[config.mk]
export PLATFORM = sky130hd
export DESIGN_NAME = usage_profiler
export DESIGN_NICKNAME = d
export VERILOG_FILES = /design/src/rtl/usage_pkg.sv /design/src/rtl/avg_sat.sv /design/src/rtl/usage_profiler.sv
export SDC_FILE = /design/constraint.sdc
export NUM_CORES = 1
export LEC_CHECK = 0
export ABC_AREA = 1
export BUFFER_PORTS_ARGS = -buffer_cell sky130_fd_sc_hd__buf_2
export CAP_MARGIN = 15
export CORE_MARGIN = 5
export CORE_UTILIZATION = 49
export CTS_BUF_LIST = sky130_fd_sc_hd__clkbuf_8
export DETAILED_ROUTE_END_ITERATION = 8
export PLACE_DENSITY = 0.72
export SLEW_MARGIN = 20
export SYNTH_ARGS = -nofsm -noshare
export SYNTH_HDL_FRONTEND = slang
export SYNTH_SLANG_ARGS = --single-unit
[constraint.sdc]
create_clock -name clk -period 1.8 [get_ports clk]
set_clock_uncertainty 0.15 [all_clocks]
set_input_delay 0.27 -clock clk [delete_from_list [all_inputs] [get_ports clk]]
set_output_delay 0.27 -clock clk [all_outputs]
set_load 0.02 [all_outputs]
[src/rtl/usage_pkg.sv]
// Shared types and constants for the usage profiler and the plan selector it feeds.
package usage_pkg;

  typedef enum logic {
    ACCUM = 1'b0,
    HOLD  = 1'b1
  } state_t;

  // Operand width and ceiling of the plan selector's average-usage inputs.
  localparam int AVG_W   = 6;
  localparam int AVG_MAX = 63;

endpackage

[src/rtl/avg_sat.sv]
// Divide a window sum by 2^SHIFT (floor) and clip the quotient to the selector range.
module avg_sat
  import usage_pkg::*;
#(
  parameter int SUM_W = 11,
  parameter int SHIFT = 3
) (
  input  logic [SUM_W-1:0] sum,
  output logic [AVG_W-1:0] avg,
  output logic             clip
);

  // Widened before shifting so narrow sums still yield a full AVG_W result.
  function automatic logic [AVG_W:0] shift_sat(input logic [SUM_W-1:0] s);
    logic [SUM_W+AVG_W-1:0] q;
    q = {{AVG_W{1'b0}}, s} >> SHIFT;
    if (q > (SUM_W+AVG_W)'(AVG_MAX)) begin
      return {1'b1, AVG_W'(AVG_MAX)};
    end
    return {1'b0, q[AVG_W-1:0]};
  endfunction

  assign {clip, avg} = shift_sat(sum);

endmodule

[src/rtl/usage_profiler.sv]
// Accumulates a fixed window of daily talk/data records and hands the floor-averaged,
// saturated results to the plan selector through a valid/ready handshake.
module usage_profiler
  import usage_pkg::*;
#(
  parameter int LOG2_DAYS = 3,
  parameter int IN_W      = 8
) (
  input  logic                 clk,
  input  logic                 rst_n,
  input  logic                 clr,
  input  logic                 in_valid,
  output logic                 in_ready,
  input  logic [IN_W-1:0]      in_talk,
  input  logic [IN_W-1:0]      in_data,
  output logic                 out_valid,
  input  logic                 out_ready,
  output logic [AVG_W-1:0]     out_avgtalk,
  output logic [AVG_W-1:0]     out_avgdata,
  output logic                 out_sat,
  output logic [LOG2_DAYS-1:0] day_cnt
);

  localparam int SUM_W = IN_W + LOG2_DAYS;

  state_t            state_q;
  state_t            state_d;
  logic [SUM_W-1:0]  acc_talk_p0;
  logic [SUM_W-1:0]  acc_data_p0;
  logic [SUM_W-1:0]  sum_talk;
  logic [SUM_W-1:0]  sum_data;
  logic [AVG_W-1:0]  avg_talk;
  logic [AVG_W-1:0]  avg_data;
  logic              clip_talk;
  logic              clip_data;
  logic              accept;
  logic              last_day;
  logic              handshake;

  assign accept    = in_valid && in_ready;
  assign last_day  = accept && (day_cnt == '1);
  assign handshake = out_valid && out_ready;

  // Averages are taken from the sums including the record being accepted, so the
  // result registers load on the same edge that accepts the last day.
  assign sum_talk = acc_talk_p0 + SUM_W'(in_talk);
  assign sum_data = acc_data_p0 + SUM_W'(in_data);

  avg_sat #(
    .SUM_W (SUM_W),
    .SHIFT (LOG2_DAYS)
  ) u_avg_talk (
    .sum  (sum_talk),
    .avg  (avg_talk),
    .clip (clip_talk)
  );

  avg_sat #(
    .SUM_W (SUM_W),
    .SHIFT (LOG2_DAYS)
  ) u_avg_data (
    .sum  (sum_data),
    .avg  (avg_data),
    .clip (clip_data)
  );

  always_comb begin
    state_d = state_q;
    unique case (state_q)
      ACCUM:   if (last_day)  state_d = HOLD;
      HOLD:    if (handshake) state_d = ACCUM;
      default: state_d = ACCUM;
    endcase
    if (clr) begin
      state_d = ACCUM;
    end
  end

  // Accumulate stage -> registered result stage
  always_ff @(posedge clk or negedge rst_n) begin
    if (!rst_n) begin
      state_q     <= ACCUM;
      in_ready    <= 1'b0;
      out_valid   <= 1'b0;
      day_cnt     <= '0;
      acc_talk_p0 <= '0;
      acc_data_p0 <= '0;
      out_avgtalk <= '0;
      out_avgdata <= '0;
      out_sat     <= 1'b0;
    end else if (clr) begin
      state_q     <= ACCUM;
      in_ready    <= 1'b1;
      out_valid   <= 1'b0;
      day_cnt     <= '0;
      acc_talk_p0 <= '0;
      acc_data_p0 <= '0;
    end else begin
      state_q   <= state_d;
      in_ready  <= (state_d == ACCUM);
      out_valid <= (state_d == HOLD);
      if (accept) begin
        day_cnt     <= day_cnt + 1'b1;
        acc_talk_p0 <= sum_talk;
        acc_data_p0 <= sum_data;
      end
      if (last_day) begin
        out_avgtalk <= avg_talk;
        out_avgdata <= avg_data;
        out_sat     <= clip_talk | clip_data;
      end
      if (handshake) begin
        acc_talk_p0 <= '0;
        acc_data_p0 <= '0;
      end
    end
  end

endmodule

==> key figures <==
Setup path
  • Worst Setup End Kind: flop
  • Worst r2r path cells: 12
  • Critical R2R Capture: out_sat$_DFFE_PN0P_
  • Critical path startpoint category: flop
  • Max FO, Critical Path: 8
  • Critical Path AT: about 2.0 ns
  • Critical R2R Launch: acc_talk_p0[0]$_DFFE_PN0P_
  • Type of the worst setup path: flop to flop
  • R2r setup slk: -0.20 ns
  • Worst EP required: 1.83 ns

Final layout
  • Finished Layout Cells: 516
  • Fillcell total: 378
  • Area Growth Syn to Fin: 42.75%
  • ANT cells: 0
  • Layout cells sized above 1: 0.3812
  • Non-Filler Cell Area, Final: approximately 3800 sq um
  • Commonest non-fill, non-tap cell in the layout: nand2_1
  • Nets: ~490
  • Commonest non-fill, non-tap cells in the layout: nand2_1, inv_1, dfrtp_1, buf_4, buf_2

GRT
  • First-pass GRT wire length: 12.25 mm
  • Global route total overflow: 0
  • Number of global-route vias before repair: around 2800
  • Largest net degree at the start of global routing: 24
  • All-layer global routing usage: 0.2093
  • Initial antenna violation count: 0

Status
  • Status: finished, violations left
  • Violated checks: setup timing

Placement
  • # port buffers: 38
  • Placed standard-cell area: 3152 sq um
  • Gpl congestion: roughly 0.91
  • Number of placed cells counting well taps: about 500
  • Setup WS pre-CTS: -0.1853 ns
  • DP HPWL: 4.983 mm

Run
  • Max_cap viols: 0

Route
  • Vias: roughly 2700
  • DR WL/cell: approximately 14 microns
  • Drt first-iter violations: about 180
  • Via density: ~5.2
  • DRT Wirelength: 7.318 mm
  • Drt first pass iters: 4
  • Antenna Nets Post-Route: 0
  • DRC viols: 0

Hold path
  • Type of the worst min-delay path: input port to flop
  • Hold_sp: clr
  • Hold Path Stages: 2
  • Hold EP: day_cnt[0]$_DFFE_PN0P_

Synthesis
  • Ys Warns: 0
  • Post-synth top area cell: dfrtp_1
  • Average size of a mapped cell: ~7 sq um
  • Yosys cell types: 26
  • Mapped Area: 2631 sq um
  • Syn Nets: between 400 and 500
  • Top cells by area, synth: dfrtp_1, nand2_1, nand3_1
  • Post-synthesis sequential area ratio: 0.3804
  • Cells after Synth: ~370
  • Synth Register Bits: 40
  • Yosys top cell area share: 0.3804

Floorplanning
  • I/O pin count: 39
  • Core box area: between 5000 and 6000 sq um
  • Initial Util: 0.5087
  • Die H: around 83 microns
  • Total Die Area: 6936 sq um
  • Cell Rows: 26
  • Chip width: 83.28 microns

STA
  • Slew @ Worst Pin: about 0.44 ns
  • Fin crit share: 1.113
  • Hold slack final: around 0.058 ns
  • Max Slew Vio Count: 0
  • Fmax: around 500 MHz
  • # setup viols final: 18
  • RSZ-0062 raised after global routing: true
  • Rel. slew slack: 0.7087
  • Minimum clock period: 2.004 ns
  • PnR worst setup slack: -0.2041 ns
  • Endpoints failing hold: 0

Clock network
  • CTS Buf Count: 5
  • CTS max path bufs: 2
  • Clock transition at path regs: approximately 0.08 ns
  • Total clock sinks: 40
  • CTS tree: done
  • Clk_lat worst skew: 0.29 ns
  • CTS H-tree depth: 2
  • Clock root buffer: clkbuf_8

Power and ir drop
  • Lkg Pwr: around 2 nW
  • VDD IR max: 0.4624 mV
  • Tot Pwr: around 2.6 mW
  • Power density over cell area: slightly below 700 nW/um^2
[logic make-up (layout without fill, tap and decap cells)]
| kind of cell | count (synthesis) | in the layout | share of synthesized area |
|---|---|---|---|
| simple gates | 205 | 205 | 0.3300 |
| compound gates | 35 | 35 | 0.08036 |
| fa+ha+maj | 20 | 20 | 0.1008 |
| xor+xnor | 8 | 8 | 0.02663 |
| buf+inv | 57 | 138 | 0.08179 |
| flops | 40 | 40 | 0.3804 |
[metal layers]
| metal | GRT usage | vias up | routed length (microns) |
|---|---|---|---|
| met5 | 0 | - | 0 |
| met4 | 0.06389 | 0 | 148 |
| met3 | 0.03465 | 15 | 209 |
| met2 | 0.3659 | 51 | 3848 |
| met1 | 0.2632 | 1296 | 3111 |
| li1 | - | 1330 | - |
[cell usage after synthesis]
| master | number |
|---|---|
| nand2_1 | 108 |
| inv_1 | 50 |
| nand3_1 | 48 |
| dfrtp_1 | 40 |
| nor2_1 | 35 |
| ha_1 | 18 |
| o21ai_0 | 10 |
| o21bai_1 | 9 |
| a21oi_1 | 8 |
| clkbuf_1 | 5 |
| o22ai_1 | 5 |
| nand4_1 | 4 |
| xnor2_1 | 4 |
| xor2_1 | 4 |
| nand2_2 | 3 |
| or2_2 | 3 |
| fa_1 | 2 |
| a21boi_0 | 1 |
| a21o_1 | 1 |
| a22oi_1 | 1 |
| buf_2 | 1 |
| inv_2 | 1 |
| nor3_1 | 1 |
| nor3_2 | 1 |
| nor3b_1 | 1 |
| or2_1 | 1 |
[registers in the layout (all words and copies together), names as in the netlist]
name and count:
acc_data_p0 11, acc_talk_p0 11, out_avgdata 6, out_avgtalk 6
day_cnt 3, in_ready 1, out_sat 1, state_q 1
[final cells by class]
cell class,count,area (sq um),share of cell area
inverters,51,191.4,0.05097
multi-input cells,268,1873,0.4987
well taps,70,87.58,0.02332
clock buffers,5,68.82,0.01832
clock inverters,2,8.758,0.002332
flip-flops and latches,40,1002,0.2668
repair buffers,80,524.3,0.1396
[worst max path at each step]
stage,start,end,slack [ns],cells after the start
2_1_floorplan,acc_talk_p0[0]$_DFFE_PN0P_,out_avgtalk[5]$_DFFE_PN0P_,-0.04,13
3_3_place_gp,in_data[4],out_avgdata[1]$_DFFE_PN0P_,-0.15,10
3_5_place_dp,acc_talk_p0[0]$_DFFE_PN0P_,out_avgtalk[5]$_DFFE_PN0P_,-0.19,13
4_1_cts,acc_talk_p0[0]$_DFFE_PN0P_,out_sat$_DFFE_PN0P_,-0.14,12
5_1_grt,acc_talk_p0[0]$_DFFE_PN0P_,out_sat$_DFFE_PN0P_,-0.30,12
6_report,acc_talk_p0[0]$_DFFE_PN0P_,out_sat$_DFFE_PN0P_,-0.20,12
[power by group]
| part | internal, mW | switching, mW |
|---|---|---|
| logic | 0.469 | 0.546 |
| registers | 0.960 | 0.0605 |
| clock network | 0.258 | 0.299 |
| total | 1.69 | 0.906 |
[critical path: stages (launching register included)]
cell and delay [ns]:
dfrtp_1 0.37, ha_2 0.20, inv_2 0.04, fa_2 0.36, inv_2 0.10, buf_4 0.12, nand3_4 0.07, nand3_2 0.07
nand2_2 0.06, nand2_4 0.12, nand3_2 0.08, nor2_1 0.11, nor2_1 0.05
[what timing repair did]
item	CTS	global route
endpoints found under the hold margin	17	0
pin swaps	20	21
buffers inserted	3	6
hold buffers	1	0
resized for setup	38	56
setup endpoints to repair	21	25
[through the flow]
step | util | TNS, ns
3_5_place_dp | 0.6093 | -2.373
3_3_place_gp | 0.6093 | -1.617
2_1_floorplan | - | -0.03517
6_report | 0.7262 | -2.221
4_1_cts | 0.6742 | -1.325
5_1_grt | 0.7262 | -4.073
(Power assumes the default switching activity.)
